File: src/rtl/cpu_flags_pkg.sv
// cpu_flags_pkg: shared flag-set type and shadow stack limits
package cpu_flags_pkg;
  localparam int FLAGS_W = 3;
  localparam int MAX_SHADOW_DEPTH = 8;
  typedef struct packed {logic c; logic z; logic i;} flags_t;
endpackage

File: src/rtl/flag_shadow_stack.sv
// flag_shadow_stack: DEPTH-entry LIFO of saved {C,Z,I} flag sets
module flag_shadow_stack import cpu_flags_pkg::*; #(
  parameter int DEPTH = 2,
  localparam int LW = $clog2(DEPTH + 1)
) (
  input  logic          clk,
  input  logic          rst_n,
  input  logic          push,
  input  logic          pop,
  input  flags_t        din,
  output flags_t        top,
  output logic [LW-1:0] level,
  output logic          full,
  output logic          empty,
  output logic          pop_ok,
  output logic          illegal
);
  logic [FLAGS_W-1:0] mem [DEPTH];
  logic push_ok;
  if (DEPTH < 1 || DEPTH > MAX_SHADOW_DEPTH) begin : g_depth_chk
    $error("flag_shadow_stack: DEPTH out of range");
  end
  assign full    = level == LW'(DEPTH);
  assign empty   = level == '0;
  assign illegal = push & pop;
  assign push_ok = push & ~pop & ~full;
  assign pop_ok  = pop & ~push & ~empty;
  // select the entry just below level without a wide array index
  always_comb begin
    top = '0;
    for (int i = 0; i < DEPTH; i++) top = (level == LW'(i + 1)) ? flags_t'(mem[i]) : top;
  end
  always_ff @(posedge clk or negedge rst_n)
    if (!rst_n) begin
      level <= '0;
      for (int i = 0; i < DEPTH; i++) mem[i] <= '0;
    end else begin
      level <= push_ok ? level + LW'(1) : pop_ok ? level - LW'(1) : level;
      for (int i = 0; i < DEPTH; i++) if (push_ok && level == LW'(i)) mem[i] <= din;
    end
endmodule

File: src/rtl/flag_unit.sv
// flag_unit: live C/Z/I flags with a nestable shadow stack and sticky stack errors
module flag_unit import cpu_flags_pkg::*; #(
  parameter int DEPTH   = 2,
  parameter bit I_RESET = 1'b0,
  localparam int LW = $clog2(DEPTH + 1)
) (
  input  logic          clk,
  input  logic          rst_n,
  input  logic          C,
  input  logic          C_LD,
  input  logic          C_SET,
  input  logic          C_CLEAR,
  input  logic          Z,
  input  logic          Z_LD,
  input  logic          I_SET,
  input  logic          I_CLR,
  input  logic          FLG_SAVE,
  input  logic          FLG_RESTORE,
  input  logic          ERR_CLR,
  output logic          C_FLAG,
  output logic          Z_FLAG,
  output logic          I_FLAG,
  output logic [LW-1:0] LEVEL,
  output logic          STK_FULL,
  output logic          STK_EMPTY,
  output logic          OVF,
  output logic          UNF
);
  flags_t top;
  logic pop_ok, illegal, ovf_evt, unf_evt, c_nxt, z_nxt, i_nxt;
  flag_shadow_stack #(.DEPTH(DEPTH)) u_stack (
    .clk(clk), .rst_n(rst_n), .push(FLG_SAVE), .pop(FLG_RESTORE),
    .din(flags_t'({C_FLAG, Z_FLAG, I_FLAG})), .top(top), .level(LEVEL),
    .full(STK_FULL), .empty(STK_EMPTY), .pop_ok(pop_ok), .illegal(illegal)
  );
  assign ovf_evt = illegal | (FLG_SAVE & STK_FULL);
  assign unf_evt = illegal | (FLG_RESTORE & STK_EMPTY);
  // interrupt entry clears I even when the push is dropped for overflow
  always_comb begin
    c_nxt = pop_ok ? top.c : C_CLEAR ? 1'b0 : C_SET ? 1'b1 : C_LD ? C : C_FLAG;
    z_nxt = pop_ok ? top.z : Z_LD ? Z : Z_FLAG;
    i_nxt = pop_ok ? top.i : (FLG_SAVE & ~FLG_RESTORE) ? 1'b0 : I_CLR ? 1'b0 : I_SET ? 1'b1 : I_FLAG;
  end
  always_ff @(posedge clk or negedge rst_n)
    if (!rst_n) begin
      C_FLAG <= 1'b0;
      Z_FLAG <= 1'b0;
      I_FLAG <= I_RESET;
      OVF    <= 1'b0;
      UNF    <= 1'b0;
    end else begin
      C_FLAG <= c_nxt;
      Z_FLAG <= z_nxt;
      I_FLAG <= i_nxt;
      OVF    <= ovf_evt | (OVF & ~ERR_CLR);
      UNF    <= unf_evt | (UNF & ~ERR_CLR);
    end
endmodule

File: config.mk
export PLATFORM = sky130hd
export DESIGN_NAME = flag_unit
export DESIGN_NICKNAME = d
export VERILOG_FILES = /design/src/rtl/cpu_flags_pkg.sv /design/src/rtl/flag_shadow_stack.sv /design/src/rtl/flag_unit.sv
export SDC_FILE = /design/constraint.sdc
export NUM_CORES = 1
export LEC_CHECK = 0
export CORE_MARGIN = 2
export CORE_UTILIZATION = 40
export DETAILED_ROUTE_END_ITERATION = 8
export PLACE_DENSITY = 0.76
export SETUP_SLACK_MARGIN = 0.05
export SLEW_MARGIN = 30
export SYNTH_ARGS = -nofsm -noshare
export SYNTH_HDL_FRONTEND = slang
export SYNTH_HIERARCHICAL = 1
export SYNTH_SLANG_ARGS = --single-unit
export TNS_END_PERCENT = 1
File: constraint.sdc
create_clock -name clk -period 1.7 [get_ports clk]
set_input_delay 0.17 -clock clk [delete_from_list [all_inputs] [get_ports clk]]
set_output_delay 0.17 -clock clk [all_outputs]
set_load 0.1 [all_outputs]
### Word level (Yosys, flattened, before mapping)

Index checks and enable logic that the tools add are counted.

| storage, ports and cells | value |
|---|---|
| bits of input ports | 13 |
| register bits after elaboration | 13 |

| operators by class | value |
|---|---|
| add/sub/neg operators | 2 |
| equality and inequality tests | 2 |
| reduce and logical (&&, ||, !) cells | 7 |
| bitwise operators | 18 |
| muxes and demuxes | 14 |

Operator list:

| kind | number |
|---|---|
| 2-to-1 mux 1 bit | 10 |
| AND 1 bit | 9 |
| nonzero test 4 bit | 2 |
| 2-to-1 mux 3 bit | 2 |
| inverter 1 bit | 5 |
| 2-to-1 mux 2 bit | 2 |
| OR 1 bit | 4 |
| nonzero test 2 bit | 2 |
| adder 2 x 1 -> 2 bit, second input constant | 1 |
| equality test 2 x 1 -> 1 bit, second input constant | 1 |
| equality test 2 bit, second input constant | 1 |
| logical AND 1 bit | 2 |
| zero test 2 bit | 1 |
| subtractor 2 x 1 -> 2 bit, second input constant | 1 |

### Logic depth before layout (Yosys ltp)

| logic depth | value |
|---|---|
| word-level depth | 5 |
| mapped depth | 6 |
| depth with buffers taken out | 6 |

### Hierarchy

Netlist, hierarchy kept.

By module, submodules not included:

| module | area each (µm²) | instances | seq. area each (µm²) | cells an instance |
|---|---|---|---|---|
| flag_shadow_stack | 475.5 | 1 | 200.2 | 43 |
| flag_unit | 236.5 | 1 | 125.1 | 20 |

### Least setup slack after synthesis

Ideal clock, no wire load.

| path | value |
|---|---|
| path type | reg2reg |
| start point | register u_stack.level[0] |
| end point | register C_FLAG |
| slack | -1.189 ns |
| stages on the path, launching flop included | 6 |
| arrival | 2.795 ns |
| data required time | 1.606 ns |
| setup time | 0.094 ns |
| buffers on the path | 0 |
| cells stage by stage | dfrtp_1 inv_1 ha_1 nor3b_1 nor2_1 a221oi_2 |

| on the way | value |
|---|---|
| cells in the longest elaborated chain, start to end | 4 |

RTL lines:

| what | RTL line | source |
|---|---|---|
| start, declared | flag_shadow_stack.sv:12 | `output logic [LW-1:0] level,` |
| start signal, assigned | flag_shadow_stack.sv:38 | `level <= push_ok ? level + LW'(1) : pop_ok ? level - LW'(1) : level;` |
| zero test 2 bit (*) | flag_shadow_stack.sv:24 | `assign empty = level == '0;` |
| net STK_EMPTY | flag_unit.sv:25 | `output logic STK_EMPTY,` |
| inverter 1 bit (*) | flag_shadow_stack.sv:27 | `assign pop_ok = pop & ~push & ~empty;` |
| AND 1 bit (*) | flag_shadow_stack.sv:27 |  |
| net pop_ok | flag_unit.sv:30 | `logic pop_ok, illegal, ovf_evt, unf_evt, c_nxt, z_nxt, i_nxt;` |
| nonzero test 4 bit (no source line) or 2-to-1 mux 1 bit (tied branches) | -- |  |
| end signal, assigned | flag_unit.sv:52 | `C_FLAG <= c_nxt;` |
| end, declared | flag_unit.sv:20 | `output logic C_FLAG,` |

The timed path passes the listed nets; every way through them passes the cells marked *.
A chain may end at the register's enable or synchronous reset.

### Final worst setup path

| path | value |
|---|---|
| start point | register u_stack.level[1] |
| end point | register u_stack/mem[4] in the netlist's numbering |

| on the way | value |
|---|---|
| cells in the longest elaborated chain, start to end | 4 |

RTL lines:

| what | RTL line | source |
|---|---|---|
| equality test 2 bit | flag_shadow_stack.sv:23 | `assign full = level == LW'(DEPTH);` |
| inverter 1 bit | flag_shadow_stack.sv:26 | `assign push_ok = push & ~pop & ~full;` |
| AND 1 bit | flag_shadow_stack.sv:26 |  |
| logical AND 1 bit (*) | flag_shadow_stack.sv:39 | `for (int i = 0; i < DEPTH; i++) if (push_ok && level == LW'(i)) mem[i] <= din;` |
| end, declared | flag_shadow_stack.sv:18 | `logic [FLAGS_W-1:0] mem [DEPTH];` |

Every way passes the cells marked *; elsewhere a longest branch is shown, timed or not.

==> results.sh <==
export IMPL_slowest_stage="dfrtp_4"
export IMPL_hp_class="in -> async"
export IMPL_synth_xor_area_share_pct=1.230
export IMPL_max_slew_margin_pct=62.22
export IMPL_cp_depth=4
export IMPL_cp_end_kind="register"
export IMPL_cp_num_buf_inv=0
export IMPL_vias_per_cell=4.826
export IMPL_cap_violations=0
export IMPL_synth_edf_count=0
export IMPL_cts_made_buffers=3
export IMPL_synth_top_family_by_area="simple AND/OR/NAND/NOR gates"
export IMPL_fin_skew_ps=0.2246
export IMPL_cts_root_buf="clkbuf_4"
export IMPL_synthCells=63
export IMPL_synth_most_common_cell="dfrtp_1"
export IMPL_drt_iter0_drc=3
export IMPL_clkTransAtPathRegs_ps=80
export IMPL_ir_worst_vdd_mv=1.682
export IMPL_finalHoldViolations=0
export IMPL_hpwl_um=1170
export IMPL_drv_slew=0
export IMPL_grt_max_degree=14
export IMPL_crit_chain="ha_4 > nor2_4 > and3_4 > mux2_4"
export IMPL_syn_nets=79
export IMPL_power_density_nw_per_um2=1978
export IMPL_ctsResizeCount=0
export IMPL_rows=15
export IMPL_die_h_um=46.19
export IMPL_synth_ff_latch_count=13
export IMPL_dp_cells=111
export IMPL_synth_compound_area_share_pct=12.65
export IMPL_nets=107
export IMPL_synth_warnings=6
export IMPL_vias=555
export IMPL_synth_mux_area_share_pct=15.47
export IMPL_synth_seq_area_share_pct=45.69
export IMPL_worst_slew_pin_slew_ps=564.9
export IMPL_rsz0062_at_grt="false"
export IMPL_finalCritPeriodShare_pct=89.43
export IMPL_ys_async_sr_fraction_pct=100.0
export IMPL_clockBufferDepth=2
export IMPL_die_area_um2=2134
export IMPL_numPortBuffers=21
export IMPL_synth_flop_cell="dfrtp_1"
export IMPL_synth_area_leader_cell="dfrtp_1"
export IMPL_htree_num_levels=1
export IMPL_coreArea_um2=1708
export IMPL_place_congestion=0.7179
export IMPL_nFillCells=139
export IMPL_cts_tree="built"
export IMPL_avgSynthCellArea_um2=11.30
export IMPL_antenna_found_initial=0
export IMPL_min_period_ps=1520
export IMPL_cpLargestDelayFamily="flip-flops"
export IMPL_startpoint_type="register"
export IMPL_fp_dieW_um=46.19
export IMPL_cp_max_fo=10
export IMPL_syn_area_um2=711.9
export IMPL_hold_buffers=0
export IMPL_cts_setup_buffers=0
export IMPL_ant_nets=0
export IMPL_cp_arrival_ps=1680
export IMPL_grt_pass1_vias=525
export IMPL_yosysUniqueCellTypes=22
export IMPL_synth_area_leaders="dfrtp_1 46%, mux2_4 13%, ha_1 5.3%, nand2_1 4.7%, o21ai_0 3.5%"
export IMPL_max_freq_mhz=657.7
export IMPL_ioPinCount=22
export IMPL_synthTopCellsByCount="13 x dfrtp_1, 9 x nand2_1, 6 x mux2_4"
export IMPL_wire_per_inst_um=12.43
export IMPL_synth_simple_gate_area_share_pct=17.57
export IMPL_fin_hold_ws_ps=257.6
export IMPL_area_growth_pct=56.41
export IMPL_finalPower_mw=2.202
export IMPL_grt_pass1_wl_um=2332
export IMPL_required_ps=1860
export IMPL_yosys_area_share_adder_pct=5.272
export IMPL_antenna_cells=0
export IMPL_leakage_nw=0.4708
export IMPL_drive_gt1_share_pct=35.56
export IMPL_worstSetupPathType="reg -> reg"
export IMPL_critPathMaxStageDelay_ps=530
export IMPL_start_util_pct=41.68
export IMPL_drcViolationCount=0
export IMPL_grt_ovfl_total=0
export IMPL_cts_sinks=13
export IMPL_finalSetupViolations=0
export IMPL_gr_usage_all_layers_pct=15.90
export IMPL_status="completed"
export IMPL_wl_um=1430
export IMPL_insertion_delay_ps=270
export IMPL_fin_cells=115
export IMPL_utilization_pct=65.20
export IMPL_tns_ps=0
export IMPL_yosysTopAreaCellShare_pct=45.69
export IMPL_dr_pass1_iters=4
export IMPL_reg2reg_depth=4
## path summary, 6_finish.rpt
kind / start / end / slack [ps]
worst max-delay path: u_stack/level[1] / u_stack/mem[4] / 180
worst min-delay path: rst_n / u_stack/mem[4] / 260
worst max register to register: u_stack/level[1] / u_stack/mem[4] / 180
worst min register to register: u_stack/mem[5] / u_stack/mem[5] / 520
max in group asynchronous: rst_n / u_stack/level[1] / 1020
min in group clk: C_CLEAR / C_FLAG / 470
## final cells by class
type / instances / area [µm²] / share of cell area, %
Timing Repair Buffer: 23 / 290.3 / 26.07
Multi-Input combinational cell: 46 / 412.9 / 37.08
Sequential cell: 13 / 332.8 / 29.89
Clock buffer: 4 / 26.28 / 2.360
Inverter: 4 / 20.02 / 1.798
Tap cell: 25 / 31.28 / 2.809
## worst reg2reg max path: cells and delay by family (launching register included)
family,cells,cell delay [ps]
mux,1,300
flops,1,530
simple gates,2,350
fa+ha+maj,1,230
## metrics by stage
stage          instance area, µm²  worst slack, ps
2_1_floorplan               765.7           -102.7
3_3_place_gp                 1087            170.1
3_5_place_dp                 1087            131.3
4_1_cts                      1114            175.6
5_1_grt                      1114            122.1
6_report                     1114            179.6
## cell usage in the layout, fill, tap and decap left out, drive strengths merged
cell type       n
nand3           1
clkdlybuf4s50  12
buf            11
mux2i           2
and3            2
ha              3
o41ai           1
nand2           9
nor3            1
a221o           2
dfrtp          13
clkbuf          4
nor2b           3
a32oi           1
nor2            3
and2            2
xnor2           1
nand2b          1
mux2            6
nor3b           1
o21ai           5
a221oi          1
a21oi           1
inv             4
## state kept, by name, summed over array words and instances, names as in the netlist
register	cells
u_stack/mem	6
u_stack/level	2
C_FLAG	1
I_FLAG	1
OVF	1
UNF	1
Z_FLAG	1
## cells by family (layout without fill, tap and decap cells)
group,after synthesis,in the layout
AND/OR/NAND/NOR,23,23
flip-flops,13,13
AO/OA/AOI/OAI,11,11
multiplexers,8,8
buffers and inverters,4,31
adder cells (fa/ha/maj),3,3
XOR/XNOR,1,1
## power breakdown
part	switching, mW	leakage, nW	internal, mW
sequential	0.134	0.159	0.441
clock	0.0982	0.0150	0.0909
combinational	0.858	0.297	0.581
total	1.09	0.471	1.11
## metal layers
layer	vias up	track usage, %	share of wire [%]
met5	-	0	0
met4	0	8.571	0.49
met3	2	3.529	5.6
met2	17	23.33	49
met1	259	21.50	45
li1	277	-	-
No activity file was read; power rests on OpenSTA's default activity.
